File: config.mk
export PLATFORM = sky130hd
export DESIGN_NAME = bt_cmd_ctrl
export DESIGN_NICKNAME = d
export VERILOG_FILES = /design/src/rtl/bt_cmd_ctrl.sv
export SDC_FILE = /design/constraint.sdc
export NUM_CORES = 1
export LEC_CHECK = 0
export BUFFER_PORTS_ARGS = -buffer_cell sky130_fd_sc_hd__buf_2
export CAP_MARGIN = 10
export CORE_ASPECT_RATIO = 1.2
export CORE_UTILIZATION = 59
export CTS_BUF_LIST = sky130_fd_sc_hd__clkbuf_16
export CTS_CLUSTER_DIAMETER = 40
export CTS_CLUSTER_SIZE = 40
export DETAILED_ROUTE_END_ITERATION = 10
export HOLD_SLACK_MARGIN = 0.12
export PLACE_DENSITY = 0.88
export SKIP_LAST_GASP = 1
export SYNTH_ARGS = -nofsm -noshare
export SYNTH_HDL_FRONTEND = slang
export SYNTH_SLANG_ARGS = --single-unit
File: constraint.sdc
create_clock -name clkf -period 2.7 [get_ports clkf]
set_input_delay 0.405 -clock clkf [delete_from_list [all_inputs] [get_ports clkf]]
set_output_delay 0.405 -clock clkf [all_outputs]
set_load 0.02 [all_outputs]
File: src/rtl/bt_cmd_ctrl.sv
// bt_cmd_ctrl -- command controller for a UART-driven motor with light.
//
// Pulls one byte at a time from a UART receiver, decodes it as a command,
// echoes it back (or '?' when the byte is not a command), and runs a
// motor direction FSM with a dead time on reversal and an inactivity
// timeout.
//
// Commands: 'A' up, 'B' down, 'C' stop, 'J' light on, 'K' light off.
//
// Ports
//   clkf        in   system clock
//   rst         in   asynchronous active-low reset
//   rx_rdy      in   receiver has a byte
//   rx_data     in   received byte
//   rx_rdy_clr  out  clears the receiver ready flag
//   tx_busy     in   transmitter busy
//   tx_wr_en    out  request transmission of tx_din
//   tx_din      out  byte to transmit (echo or '?')
//   izq         out  motor down drive
//   der         out  motor up drive
//   on_off_l    out  light enable
//   leds        out  last accepted valid command byte
module bt_cmd_ctrl #(
  parameter int DEAD_CYC    = 50000,
  parameter int TIMEOUT_CYC = 100000000
) (
  input  logic       clkf,
  input  logic       rst,
  input  logic       rx_rdy,
  input  logic [7:0] rx_data,
  output logic       rx_rdy_clr,
  input  logic       tx_busy,
  output logic       tx_wr_en,
  output logic [7:0] tx_din,
  output logic       izq,
  output logic       der,
  output logic       on_off_l,
  output logic [7:0] leds
);

  localparam logic [7:0] CMD_UP    = 8'h41;
  localparam logic [7:0] CMD_DOWN  = 8'h42;
  localparam logic [7:0] CMD_STOP  = 8'h43;
  localparam logic [7:0] CMD_LON   = 8'h4A;
  localparam logic [7:0] CMD_LOFF  = 8'h4B;
  localparam logic [7:0] CHAR_QRY  = 8'h3F;

  localparam int DC_W = (DEAD_CYC > 1) ? $clog2(DEAD_CYC) : 1;
  localparam int TO_W = (TIMEOUT_CYC > 0) ? $clog2(TIMEOUT_CYC + 1) : 1;
  localparam logic [DC_W-1:0] DEAD_LAST = DC_W'(DEAD_CYC - 1);
  localparam logic [TO_W-1:0] TO_LAST   = TO_W'(TIMEOUT_CYC - 1);
  localparam logic [TO_W-1:0] TO_MAX    = TO_W'(TIMEOUT_CYC);

  typedef enum logic [2:0] {
    L_IDLE, L_CLR, L_DECODE, L_TX_REQ, L_TX_WAIT
  } link_t;

  typedef enum logic [1:0] {
    M_STOP, M_UP, M_DOWN, M_DEAD
  } motor_t;

  link_t           link_q, link_d;
  motor_t          motor_q, motor_d;
  logic [7:0]      rx_byte_q, rx_byte_d;
  logic [7:0]      tx_din_q, tx_din_d;
  logic [7:0]      leds_q, leds_d;
  logic            light_q, light_d;
  logic            target_q, target_d;   // pending direction after DEAD: 1 = down
  logic [DC_W-1:0] dead_cnt_q, dead_cnt_d;
  logic [TO_W-1:0] to_cnt_q, to_cnt_d;

  logic cmd_up, cmd_down, cmd_stop, cmd_lon, cmd_loff, cmd_valid, decode;
  logic dead_done, to_hit;

  assign cmd_up    = (rx_byte_q == CMD_UP);
  assign cmd_down  = (rx_byte_q == CMD_DOWN);
  assign cmd_stop  = (rx_byte_q == CMD_STOP);
  assign cmd_lon   = (rx_byte_q == CMD_LON);
  assign cmd_loff  = (rx_byte_q == CMD_LOFF);
  assign cmd_valid = cmd_up | cmd_down | cmd_stop | cmd_lon | cmd_loff;

  // ---------------------------------------------------------------- link FSM
  always_comb begin
    link_d     = link_q;
    rx_byte_d  = rx_byte_q;
    tx_din_d   = tx_din_q;
    leds_d     = leds_q;
    light_d    = light_q;
    rx_rdy_clr = 1'b0;
    tx_wr_en   = 1'b0;
    decode     = 1'b0;
    case (link_q)
      L_IDLE: begin
        if (rx_rdy) begin
          rx_byte_d = rx_data;
          link_d    = L_CLR;
        end
      end
      L_CLR: begin
        rx_rdy_clr = 1'b1;
        if (!rx_rdy) link_d = L_DECODE;
      end
      L_DECODE: begin
        decode = 1'b1;
        if (cmd_valid) begin
          tx_din_d = rx_byte_q;
          leds_d   = rx_byte_q;
          if (cmd_lon)  light_d = 1'b1;
          if (cmd_loff) light_d = 1'b0;
        end else begin
          tx_din_d = CHAR_QRY;
        end
        link_d = L_TX_REQ;
      end
      L_TX_REQ: begin
        // Hold the write request until the transmitter acknowledges by
        // going busy; the request drops in the same cycle busy is seen.
        if (tx_busy) link_d = L_TX_WAIT;
        else         tx_wr_en = 1'b1;
      end
      L_TX_WAIT: begin
        if (!tx_busy) link_d = L_IDLE;
      end
      default: link_d = L_IDLE;
    endcase
  end

  // --------------------------------------------------------------- motor FSM
  assign dead_done = (motor_q == M_DEAD) && (dead_cnt_q == DEAD_LAST);
  assign to_hit    = (TIMEOUT_CYC != 0) && (motor_q != M_STOP) && (to_cnt_q == TO_LAST);

  always_comb begin
    motor_d    = motor_q;
    target_d   = target_q;
    dead_cnt_d = dead_cnt_q;
    to_cnt_d   = to_cnt_q;

    // Timeout counts only while the motor may be driven; it saturates at
    // the limit so STOP leaves it parked until the next motor command.
    if ((TIMEOUT_CYC != 0) && (motor_q != M_STOP) && (to_cnt_q != TO_MAX))
      to_cnt_d = to_cnt_q + TO_W'(1);

    if (motor_q == M_DEAD) begin
      if (dead_done) motor_d = target_q ? M_DOWN : M_UP;
      else           dead_cnt_d = dead_cnt_q + DC_W'(1);
    end

    if (to_hit) begin
      motor_d  = M_STOP;
      target_d = 1'b0;
    end

    // A decoded motor command overrides both timers for this cycle.
    if (decode && (cmd_up || cmd_down || cmd_stop)) begin
      to_cnt_d = '0;
      if (cmd_stop) begin
        motor_d  = M_STOP;
        target_d = 1'b0;
      end else begin
        case (motor_q)
          M_STOP: motor_d = cmd_up ? M_UP : M_DOWN;
          M_UP: begin
            if (cmd_down) begin
              motor_d    = M_DEAD;
              target_d   = 1'b1;
              dead_cnt_d = '0;
            end else begin
              motor_d = M_UP;
            end
          end
          M_DOWN: begin
            if (cmd_up) begin
              motor_d    = M_DEAD;
              target_d   = 1'b0;
              dead_cnt_d = '0;
            end else begin
              motor_d = M_DOWN;
            end
          end
          default: begin
            // In DEAD: retarget without restarting the count; if the dead
            // time ends this very cycle, go straight to the new target.
            target_d = cmd_down;
            if (dead_done) motor_d = cmd_down ? M_DOWN : M_UP;
            else           motor_d = M_DEAD;
          end
        endcase
      end
    end
  end

  // --------------------------------------------------------------- registers
  always_ff @(posedge clkf or negedge rst) begin
    if (!rst) begin
      link_q     <= L_IDLE;
      motor_q    <= M_STOP;
      rx_byte_q  <= '0;
      tx_din_q   <= '0;
      leds_q     <= '0;
      light_q    <= 1'b0;
      target_q   <= 1'b0;
      dead_cnt_q <= '0;
      to_cnt_q   <= '0;
    end else begin
      link_q     <= link_d;
      motor_q    <= motor_d;
      rx_byte_q  <= rx_byte_d;
      tx_din_q   <= tx_din_d;
      leds_q     <= leds_d;
      light_q    <= light_d;
      target_q   <= target_d;
      dead_cnt_q <= dead_cnt_d;
      to_cnt_q   <= to_cnt_d;
    end
  end

  assign izq      = (motor_q == M_DOWN);
  assign der      = (motor_q == M_UP);
  assign on_off_l = light_q;
  assign tx_din   = tx_din_q;
  assign leds     = leds_q;

endmodule

==> flow_metrics.tcl <==
set metrics [dict create \
    outcome "completed" \
    nFillCells 431 \
    slew-limit-headroom_pct 39.1 \
    cts_root_buf "clkbuf_16" \
    drt_drc_violations_left 0 \
    drive_above_1_share_pct 17.2 \
    cts_inserted_buffers 9 \
    synth_adder_area_share_pct 2.69 \
    clock_tree_from_tritoncts "built" \
    netlist-cell-type-count 52 \
    post-cts-setup-buffer-count 0 \
    swShare_pct 32.4 \
    depth_of_the_cts_h_tree 3 \
    post-synth-top-area-fraction_pct 49.8 \
    timing.critical_path.slowest_stage_cell "or4_1" \
    critPathLaunchType "flop" \
    areaGrowthSynthToFinish_pct 15.0 \
    post-route-min-period_ns 2.34 \
    pwr-share-clk_pct 34.3 \
    fmax_ghz 0.427 \
    setup_tns_ns 0 \
    synth_warn 0 \
    hold_path_startpoint "rx_data[2]" \
    synth_top_cells_by_area "dfrtp_1, nor2_1, xnor2_1" \
    fin_crit_sh_pct 86.8 \
    synthMostInstantiatedCell "dfrtp_1" \
    floorplan.initialDensity_pct 61.4 \
    instances_no_fill 488 \
    wire_length_of_the_first_global_routing_pass_um 12600 \
    fin_nets 421 \
    required_ns 2.91 \
    critical_path.max_fanout 6 \
    switchingPower_uw 1120 \
    grt_start_max_net_pins 75 \
    yosysSeqAreaShare_pct 49.8 \
    average_wire_length_per_cell_after_detail_routing_um 15.2 \
    comb_power_share_pct 22.4 \
    drt_pre_antenna_iters 4 \
    clock_sinks 74 \
    crit_path_end_kind "flop" \
    max_slew.worst_pin.slew_ns 0.911 \
    sequential_cell_area_um2 1850 \
    routed_via_density 5.73 \
    critPathMaxStageDelay_ns 0.55 \
    worst_hold_path.endpoint "rx_byte_q[2]" \
    reg2reg_from "motor_q[0]" \
    critical_path.top_delay_family "simple AND/OR/NAND/NOR gates" \
    yosysTopAreaCell "dfrtp_1" \
    dp.final_hpwl_um 4920 \
    r2r-end "to_cnt_q[25]" \
    synthesis.nets 386 \
    vias_in_the_first_global_route 2717 \
    synth_enable_flop_cells 0 \
    clkTransAtPathRegs_ns 0.06 \
    synth-seq-cells 74 \
    chipWidth_um 74.5 \
    hold_viol 0 \
    synth_common_cells "dfrtp_1, nor2_1, nand2_1, xnor2_1, xor2_1" \
    critPathArrivalTime_ns 2.55 \
    fp.coreArea_um2 6050 \
    finalMaxSlewViolations 0 \
    multiplexer_area_fraction_after_synthesis_pct 3.23 \
    globalRouteTotalUtil_pct 25.3 \
    pin_count 33 \
    share_seq_of_total_power_pct 43.3 \
    count_of_buffer_and_inverter_cells_on_the_critical_path 1 \
    drt-total-wl_um 7430 \
    setup_viol 0 \
    grt.overflow.total 0 \
    maxCapViolations 0 \
    complex_gate_fraction_of_the_synthesized_area_pct 6.70 \
    internal_power_uw 2340 \
    p_leak_uw 0.00192 \
    grt_setup_unrepaired "false" \
    std_cell_rows 31 \
    clk_latency_ns 0.33 \
    synth-simple-area-share_pct 25.5 \
    finalClockSkew_ns 0.00898 \
    deepest_clock_path_buffer_count 2 \
    post-route-util_pct 70.6 \
    diodes 0 \
    cp_cell_sequence "inv_1, ha_1, nand4b_1, or4_1, nor4_1, xnor2_1, nor2_1" \
    reg2regPathDepth 7 \
    worst_hold_path.num_cells 2 \
    count_of_antenna_violating_nets_left_after_detailed_routing 0 \
    die_area_um2 6620 \
    peakVddDrop_v 0.000511 \
    post_synth_xor_area_fraction_pct 8.95 \
    postSynthCellCount 366 \
    yosys_most_used_dff "dfrtp_1" \
    drt_first_iter_violations 136 \
    path_class "flop to flop" \
    dominant_combinational_cell_family_by_area_after_synthesis "simple AND/OR/NAND/NOR gates" \
    multi_input_comb_area_um2 1750 \
    syn_area_um2 3720 \
    antenna_found_initial 0 \
    route.vias.total 2797 \
    async_flop_share_pct 100 \
    synth.avg_cell_area_um2 10.2 \
    rrSetupSlack_ns 0.36 \
    die_y_um 89.0 \
    hold_path_class "primary input to flop" \
    power_density_nw_per_um2 810 \
    port-buffer-count 32 \
    finalWeightedCongestion 0.837 \
    place.detailed.instances 471 \
]
## registers in the layout, indices dropped and copies added, names as in the netlist
name	flops
tx_din	8
rx_byte_q	8
leds	8
to_cnt_q	27
link_q	3
motor_q	2
dead_cnt_q	16
on_off_l	1
target_q	1
## routing by layer
layer / GRT usage (%) / share of wire (%) / vias up
met5: 0 / 0 / -
met4: 11.1 / 1.5 / 0
met3: 5.19 / 2.8 / 10
met2: 41.7 / 52 / 50
met1: 32.2 / 44 / 1393
li1: - / - / 1344
## cell type report
class	count	area share, %
Clock buffer	9	5.27
Timing Repair Buffer	37	4.98
Tap cell	82	2.40
Inverter	14	1.23
Clock inverter	7	1.76
Sequential cell	74	43.3
Multi-Input combinational cell	265	41.0
## cells in the final DEF (no fill, tap or decap), types with 2 or more instances in the layout
master / n
or2_2: 2
and2_1: 5
nand3_1: 15
clkbuf_16: 9
o21ai_0: 11
mux2i_1: 3
nand2_1: 21
or3_1: 6
buf_2: 32
nor4bb_1: 3
buf_4: 3
dfrtp_1: 74
or4bb_1: 2
mux2_2: 8
xnor2_1: 21
a21oi_1: 9
and3_1: 3
nor3_1: 10
clkinvlp_4: 2
nor3b_1: 2
nand2b_1: 2
nor2_1: 62
xor2_1: 17
nand4_1: 13
nand4b_1: 2
inv_6: 2
nor4b_2: 2
nor2b_1: 3
inv_1: 14
and4_1: 6
o21a_1: 3
ha_1: 8
nor4_1: 4
## timing repair
item                      CTS  global route
hold buffers                1             0
resized for setup           0             0
hold endpoints to repair    4             0
## power by group through the flow
stage / Combinational, uW / Clock (uW) / Sequential, uW
after floorplan: 572 / 0 / 1460
after global routing: 850 / 1260 / 1530
after global placement: 727 / 0 / 1490
after detailed placement: 759 / 0 / 1510
final: 775 / 1190 / 1500
after CTS: 777 / 1210 / 1500
## how the worst max path moves through the flow
| stage | startpoint | endpoint | depth (start not counted) |
|---|---|---|---|
| after floorplan | motor_q[0] | to_cnt_q[18] | 7 |
| after global placement | motor_q[0] | to_cnt_q[25] | 7 |
| after detailed placement | motor_q[0] | to_cnt_q[25] | 7 |
| after CTS | motor_q[0] | to_cnt_q[25] | 7 |
| after global routing | motor_q[0] | to_cnt_q[15] | 7 |
| final | motor_q[0] | to_cnt_q[25] | 7 |
## metrics by stage
stage	hold slack, ns	worst slack [ns]	instance area [um^2]	power [uW]
after floorplan	0.109	0.632	3720	2030
after global placement	0.445	0.513	3960	2220
after detailed placement	0.467	0.375	3960	2270
after CTS	0.291	0.365	4270	3480
after global routing	0.297	0.164	4270	3630
final	0.300	0.356	4270	3460
## logic make-up after synthesis
kind of cell	count (synthesis)
adder cells (fa/ha/maj)	8
multiplexers	11
XOR/XNOR	38
AO/OA/AOI/OAI	36
buffers and inverters	27
AND/OR/NAND/NOR	172
flip-flops	74
(Power assumes the default switching activity.)
